[config.mk]
export PLATFORM = sky130hd
export DESIGN_NAME = icache
export DESIGN_NICKNAME = d
export VERILOG_FILES = /design/src/rtl/icache.sv
export SDC_FILE = /design/constraint.sdc
export NUM_CORES = 2
export LEC_CHECK = 0
export BUFFER_PORTS_ARGS = -buffer_cell sky130_fd_sc_hd__buf_4
export CELL_PAD_IN_SITES_DETAIL_PLACEMENT = 1
export CELL_PAD_IN_SITES_GLOBAL_PLACEMENT = 2
export CORE_ASPECT_RATIO = 1.5
export CORE_MARGIN = 1
export CORE_UTILIZATION = 29
export CTS_BUF_LIST = sky130_fd_sc_hd__clkbuf_2
export CTS_CLUSTER_SIZE = 24
export DETAILED_ROUTE_END_ITERATION = 7
export GPL_TIMING_DRIVEN = 0
export PLACE_DENSITY = 0.59
export SLEW_MARGIN = 5
export SYNTH_ARGS = -nofsm -noshare
export SYNTH_HDL_FRONTEND = slang
export SYNTH_SLANG_ARGS = --single-unit
[constraint.sdc]
create_clock -name clk -period 5.5 [get_ports clk]
set_clock_uncertainty 0.15 [all_clocks]
set_input_delay 0.55 -clock clk [delete_from_list [all_inputs] [get_ports clk]]
set_output_delay 0.55 -clock clk [all_outputs]
set_load 0.02 [all_outputs]
[src/rtl/icache.sv]
// Direct-mapped, one-word-per-line instruction cache. A fetch hits in one cycle;
// a miss is filled from the memory controller, and a redirect discards the result.
module icache #(
  parameter int INDEX_BITS = 6
) (
  input  logic        clk,
  input  logic        rst,
  input  logic        rdy,
  input  logic        if_req,
  input  logic [31:0] if_addr,
  input  logic        if_flush,
  output logic        if_ok,
  output logic [31:0] if_ans,
  output logic        mem_read_inst,
  output logic [31:0] mem_read_inst_addr,
  input  logic [31:0] mem_read_inst_ans,
  input  logic        mem_read_inst_ok
);

  localparam int LINES    = 1 << INDEX_BITS;
  localparam int TAG_BITS = 30 - INDEX_BITS;

  typedef enum logic [1:0] {IDLE, MISS, DROP} state_t;

  state_t                state;
  logic [LINES-1:0]      valid;
  logic [TAG_BITS-1:0]   tags  [LINES];
  logic [31:0]           words [LINES];

  logic [INDEX_BITS-1:0] req_idx;
  logic [TAG_BITS-1:0]   req_tag;
  logic [INDEX_BITS-1:0] fill_idx;
  logic [TAG_BITS-1:0]   fill_tag;
  logic                  hit;
  logic                  addr_lo_unused;

  // The outstanding miss address doubles as the fill target.
  always_comb begin
    req_idx  = if_addr[INDEX_BITS+1:2];
    req_tag  = if_addr[31:INDEX_BITS+2];
    fill_idx = mem_read_inst_addr[INDEX_BITS+1:2];
    fill_tag = mem_read_inst_addr[31:INDEX_BITS+2];
    hit      = valid[req_idx] && (tags[req_idx] == req_tag);
  end

  assign addr_lo_unused = ^if_addr[1:0];

  always_ff @(posedge clk) begin
    if (rst) begin
      state              <= IDLE;
      valid              <= '0;
      if_ok              <= 1'b0;
      if_ans             <= '0;
      mem_read_inst      <= 1'b0;
      mem_read_inst_addr <= '0;
    end else if (rdy) begin
      if_ok <= 1'b0;
      case (state)
        IDLE: begin
          // if_ok high means the request on if_req was just served.
          if (if_req && !if_flush && !if_ok) begin
            if (hit) begin
              if_ok  <= 1'b1;
              if_ans <= words[req_idx];
            end else begin
              mem_read_inst      <= 1'b1;
              mem_read_inst_addr <= {if_addr[31:2], 2'b00};
              state              <= MISS;
            end
          end
        end
        MISS, DROP: begin
          if (mem_read_inst_ok) begin
            valid[fill_idx] <= 1'b1;
            tags[fill_idx]  <= fill_tag;
            words[fill_idx] <= mem_read_inst_ans;
            mem_read_inst   <= 1'b0;
            state           <= IDLE;
            if (state == MISS && !if_flush) begin
              if_ok  <= 1'b1;
              if_ans <= mem_read_inst_ans;
            end
          end else if (if_flush) begin
            state <= DROP;
          end
        end
        default: state <= IDLE;
      endcase
    end
  end

endmodule

# Yosys cells after proc, flatten, opt, wreduce, memory -nomap -nowiden
# Memory sizes are Yosys's and may differ from the RTL's.
# Cells that the tools add are included.
# Widths: inputs -> output; s select.
[word_totals] register_bits=130 ram_bits=3584 in_bits=70 out_inout_bits=66 wordCells=65 memories=2
[memory_table] name="words" depth=64 word_bits=32 rd=1 rd_ports_with_merged_regs=0 wr=1 line_no="28" rtl="logic [31:0] words [LINES];"
[memory_table] name="tags" depth=64 word_bits=24 rd=1 rd_ports_with_merged_regs=0 wr=1 line_no="27" rtl="logic [TAG_BITS-1:0] tags [LINES];"
[op_classes] n_lt_le_gt_ge=3 n_eq_ne=9 mux=28 n_bitwise=2 n_reduce_logical=15
[ops] operator="$mux 32" n=4
[ops] operator="$or 64x64->64" n=1
[ops] operator="$pmux 32 s2" n=1
[ops] operator="$eq 24x24->1" n=1
[ops] operator="$lt 6x7->1 const B" n=2
[ops] operator="$mux 1" n=14
[ops] operator="$ne 2x2->1 const B" n=5
[ops] operator="$mux 2" n=4
[ops] operator="$reduce_and 4->1" n=2
[ops] operator="$bmux 1 s6" n=1
[ops] operator="$demux 1 s6" n=1
[ops] operator="$ge 6x1->1 const B" n=1
[ops] operator="$reduce_and 6->1" n=1
[ops] operator="$logic_and 1x1->1" n=5
[ops] operator="$reduce_and 5->1" n=1
[ops] operator="$pmux 1 s2" n=2
[ops] operator="$pmux 2 s2" n=1
[ops] operator="$ne 3x3->1 const B" n=1
[ops] operator="$reduce_and 3->1" n=1
[ops] operator="$eq 2x1->1 const B" n=1
[ops] operator="$eq 2x2->1 const B" n=1
[ops] operator="$logic_not 1->1" n=2
[ops] operator="$logic_not 2->1" n=1
[ops] operator="$reduce_bool 2->1" n=1
[ops] operator="2 further kinds" n=2

# Logic depth before layout (Yosys ltp)
[depth] word_depth=6 depth_mapped=19 depth_no_buf=10

# Least setup slack after synthesis
# Ideal clock, no wire load.
[synth_timing] kind="register -> register" start="register state[0]" end="memory tags[30][0] in the netlist's numbering (enable)" setup_time_ns=0.472 arrival_ns=4.045 t_required_ns=4.878 slack_ns=0.834 path_stages_with_launch=8 n_path_buf=1 period_less_slack_ns=4.666 path_cell_list="dfxtp_1 inv_1 ha_1 buf_6 nand2_1 nor4b_1 nand3_1 nor2_1"
[synth_between] elab_chain_cells=6 elab_cells_between_ends=7 classes_between="eq/ne (2); mux (4); reduce/logical (1)"
[synth_rtl] item="from (decl)" line_no="25" rtl="state_t state;"
[synth_rtl] item="from (signal assigned)" line_no="50" rtl="state <= IDLE;"
[synth_rtl] item="from (signal assigned)" line_no="68" rtl="state <= MISS;"
[synth_rtl] item="from (signal assigned)" line_no="78" rtl="state <= IDLE;"
[synth_rtl] item="$eq 2x1->1 / $eq 2x2->1 (equally long branches)" line_no="58" rtl="case (state)"
[synth_rtl] item="$reduce_or 2->1 *" line_no="58"
[synth_rtl] item="$mux 1 *" line_no="58"
[synth_rtl] item="$mux 1 *" line_no="56" rtl="end else if (rdy) begin"
[synth_rtl] item="$mux 1 *" line_no="49" rtl="if (rst) begin"
[synth_rtl] item="$mux 1 (not written as such) *" line_no="75" rtl="tags[fill_idx] <= fill_tag;"
[synth_rtl] item="to (decl)" line_no="27"
# Every way passes the cells marked *; elsewhere a longest branch is shown, timed or not.

# Worst setup path in the final report
[layout_timing] start="input if_addr[4]" end="register if_ans[23]"
[layout_between] elab_chain_cells=5 elab_cells_between_ends=11 classes_between="eq/ne (2); mux (5); reduce/logical (2); memory (2)"
[layout_rtl] item="from (decl)" line_no="10" rtl="input logic [31:0] if_addr,"
[layout_rtl] item="$mem_v2 64x24 / $bmux 1 s6 (equally long branches)"
[layout_rtl] item="$eq 24x24->1 / $mux 1 (equally long branches)" line_no="43" rtl="hit = valid[req_idx] && (tags[req_idx] == req_tag);"
[layout_rtl] item="$logic_and 1x1->1" line_no="43"
[layout_rtl] item="$ne 2x2->1 (no source line)"
[layout_rtl] item="$reduce_and 6->1 (no source line)"
[layout_rtl] item="to (signal assigned)" line_no="64" rtl="if_ans <= words[req_idx];"
[layout_rtl] item="to (signal assigned)" line_no="81" rtl="if_ans <= mem_read_inst_ans;"
[layout_rtl] item="to (decl)" line_no="13" rtl="output logic [31:0] if_ans,"
# Several ways; a longest one is shown, not always the timed one. The select of a mux whose other input is x is not followed.
# A chain may end at the register's enable or synchronous reset.

==> impl_results.md <==
- Status: complete, but fails checks
- Violated checks: max-capacitance violations, max-slew violations, negative setup slack
- Share of layout cells above drive strength 1: 37.2%
- Largest net degree at the start of global routing: 66
- CP endpoint kind: flip-flop
- Number of global-route vias before repair: 84248
- Number of synthesized flops with an enable pin: 3584
- CTS tree: built
- Global route total overflow: 0
- 1st-iter DRT viols: 9231
- First-pass GRT wire length: 777 mm
- Worst vdd ir: 0.000136 V
- Final RePlAce weighted congestion: 0.884
- Reg-to-reg slack, setup: -0.09 ns
- Min-Delay Startpoint: if_addr[15]
- Overall power: 53.6 mW
- Synth Register Bits: 3714
- CP Launch Type: primary input
- FF-to-FF End: if_ans[23]$_SDFFE_PP0P_
- Die Wd: 577 um
- Core ar.: 0.494 mm^2
- FILL cells: 48908
- H-tree depth: 6
- Avg Synthesized Cell Area: 22.5 um^2
- PortBufs: 126
- Nets@finish: 7993
- Critical Path Start: if_addr[4]
- Drc violations: 0
- Placed Area: 0.160 mm^2
- Seq/Total Area, Yosys: 76.6%
- Gr usage total: 23.5%
- Leak: 53.9 nW
- Flop pwr share: 58.0%
- Final instance area: 0.171 mm^2
- Switching Power: 14.3 mW
- Initial antenna violation count: 47
- Synth area leader: edfxtp_1
- Die height: 865 um
- R2R cell count: 12
- PD cells: 313 mW/mm^2
- Starting Density: 29.1%
- Final setup vio count: 57
- DR WL/cell: 39.4 um
- Most common library cells after synthesis: edfxtp_1, mux4_2, mux2i_1, nand2_1, dfxtp_1
- Multi-input logic area: 0.0317 mm^2
- Total CTS buffers: 862
- Worst-path maximum fanout: 10
- Ports: 136
- Final wirelength: 597 mm
- HP Class: primary input to flip-flop
- ANT nets after route: 0
- CP arrival: 7.59 ns
- Post-route clock period utilization: 109%
- Synth cell types: 97
- Setup TNS Final: -13.67 ns
- CTS max path bufs: 4
- DP HPWL: 422 mm
- Post-CTS Setup Bufs: 0
- CTS Sinks: 3714
- Main synth FF type: edfxtp_1
- Routed via count: 80750
- Hold Path Cell Cnt: 6
- Final design utilization: 34.7%
- Mapped cell area: 0.144 mm^2
- Max-cap check violation count: 5
- Post-Syn Instances: 6391
- DIE AREA: 0.499 mm^2
- Fmax: 0.166 GHz
- Cell with the most instances after synthesis: edfxtp_1
- Via density: 5.33
- Clk pwr share: 34.6%
- Switching portion of total power: 26.6%
- Final hold vios: 0
- Area share of the largest cell type after synthesis: 74.8%
- Clk slew on worst S/H paths: 0.11 ns
- Reg area: 0.110 mm^2
- Final worst setup slack: -0.510 ns
- Slew Limit Fails: 38
- RSZ-0062 raised after global routing: no
- Hold Slack: 0.284 ns
- YS warnings: 0
- Root buffer cell: clkbuf_2
- Rel. slew slack: -8.26%
- Layout area overhead: 18.9%
- First-pass iteration count of the detailed router: 5
- Final min period: 6.01 ns
- Clock latency on the worst-skew pair: 2.16 ns
- Rows: 316
- Ys async rst share: 0%
- Hold EP: mem_read_inst_addr[15]$_SDFFE_PP0P_
- Logic pwr share: 7.4%
- Area contributors post-synth: edfxtp_1, mux4_2, dfxtp_1, mux2i_1, nand2_1
- P_int: 39.4 mW
- Required time of the worst setup path: 7.08 ns
- Slew @ Worst Pin: 1.62 ns
- Reg2reg start: tags[55][7]$_DFFE_PP_
- CP Class: primary input to flip-flop
[power groups by stage]
| stage | Sequential, mW | Combinational, mW | Clock (mW) |
|---|---|---|---|
| detailed placement | 31.7 | 3.75 | 0 |
| global placement | 31.8 | 3.53 | 0 |
| finish | 31.1 | 3.98 | 18.5 |
| floorplan | 31.8 | 1.71 | 0 |
| CTS | 31.1 | 3.97 | 18.9 |
| global route | 31.1 | 4.05 | 20.1 |
[layer usage]
metal | track usage [%] | vias up | part of all wire (%)
li1 | - | 30885 | -
met1 | 24.8 | 44025 | 33
met2 | 42.9 | 4391 | 53
met3 | 4.02 | 1433 | 6.3
met4 | 15.5 | 16 | 7.5
met5 | 0 | - | 0.016
[critical path: stages]
cell	delay, ns
buf_4	0.19
buf_2	0.42
buf_2	0.44
nand2_1	0.85
nor2_1	1.50
a22oi_1	0.37
nand4_1	0.32
o21ai_0	0.19
a221o_1	0.37
nor4_2	0.53
nand4_4	0.63
buf_2	0.51
buf_2	0.33
nand4_1	0.17
nand3_1	0.09
[cells by family after synthesis]
group	synth area share, %
multiplexers	17.2
AND/OR/NAND/NOR	2.27
AO/OA/AOI/OAI	2.08
buffers and inverters	1.74
other	0.00261
XOR/XNOR	0.0791
flip-flops	76.6
adder cells (fa/ha/maj)	0.0261
[timing repair]
| action | in CTS | in global routing |
|---|---|---|
| gates resized for setup | 5 | 1 |
| hold buffers | 219 | 0 |
| pin swaps | 1 | 1 |
| setup endpoints to repair | 66 | 7 |
| endpoints found under the hold margin | 4256 | 0 |
[cells in the final DEF, fill, tap and decap left out, types with 19 or more instances in the layout]
cell / instances
nor3_1: 21
mux2_2: 41
buf_2: 107
a21oi_1: 41
nor2_1: 41
nor2b_1: 30
a22oi_1: 83
clkbuf_1: 79
nor2_4: 64
clkinv_2: 26
buf_6: 52
diode_2: 23
nand2_1: 178
clkbuf_2: 1281
buf_8: 19
clkinv_1: 217
o21ai_0: 30
nand2b_1: 19
mux4_2: 956
buf_1: 19
buf_12: 267
a32oi_1: 44
buf_16: 83
dfxtp_1: 106
mux2i_1: 219
o22ai_1: 29
dfxtp_2: 24
edfxtp_1: 3584
nand3b_1: 40
nand3_1: 90
mux4_1: 19
buf_4: 182
nand4_1: 53
a21o_1: 64
dlygate4sd3_1: 188
[sequential cells by signal (all words and copies together) (netlist names)]
signal              flops
mem_read_inst           1
valid                  64
state                   2
words                2048
if_ans                 32
if_ok                   1
mem_read_inst_addr     30
tags                 1536
[how the worst max path moves through the flow]
stage                                          to  cells past startpoint
after floorplan             tags[30][0]$_DFFE_PP_                      7
after global placement     words[51][8]$_DFFE_PP_                      5
after detailed placement  if_ans[20]$_SDFFE_PP0P_                     16
after CTS                 if_ans[27]$_SDFFE_PP0P_                     12
after global routing      if_ans[18]$_SDFFE_PP0P_                     16
final                     if_ans[23]$_SDFFE_PP0P_                     15
[final cells by class]
cell class | instances | share of cell area, %
multi-input cells | 2299 | 18.5
repair buffers | 664 | 6.07
clock buffers | 1260 | 3.68
diodes | 23 | 0.0336
well taps | 6519 | 4.77
inverters | 14 | 0.0307
flip-flops and latches | 3714 | 64.4
clock inverters | 290 | 0.987
plain buffers | 365 | 1.45
[through the flow]
step | setup slack (ns) | cells
after floorplan | 0.834 | 6392
after global placement | -7.99 | 13037
after detailed placement | -2.79 | 13355
after CTS | 0.0220 | 15124
after global routing | 0.0198 | 15137
final | -0.510 | 15148
(Power assumes the default switching activity.)
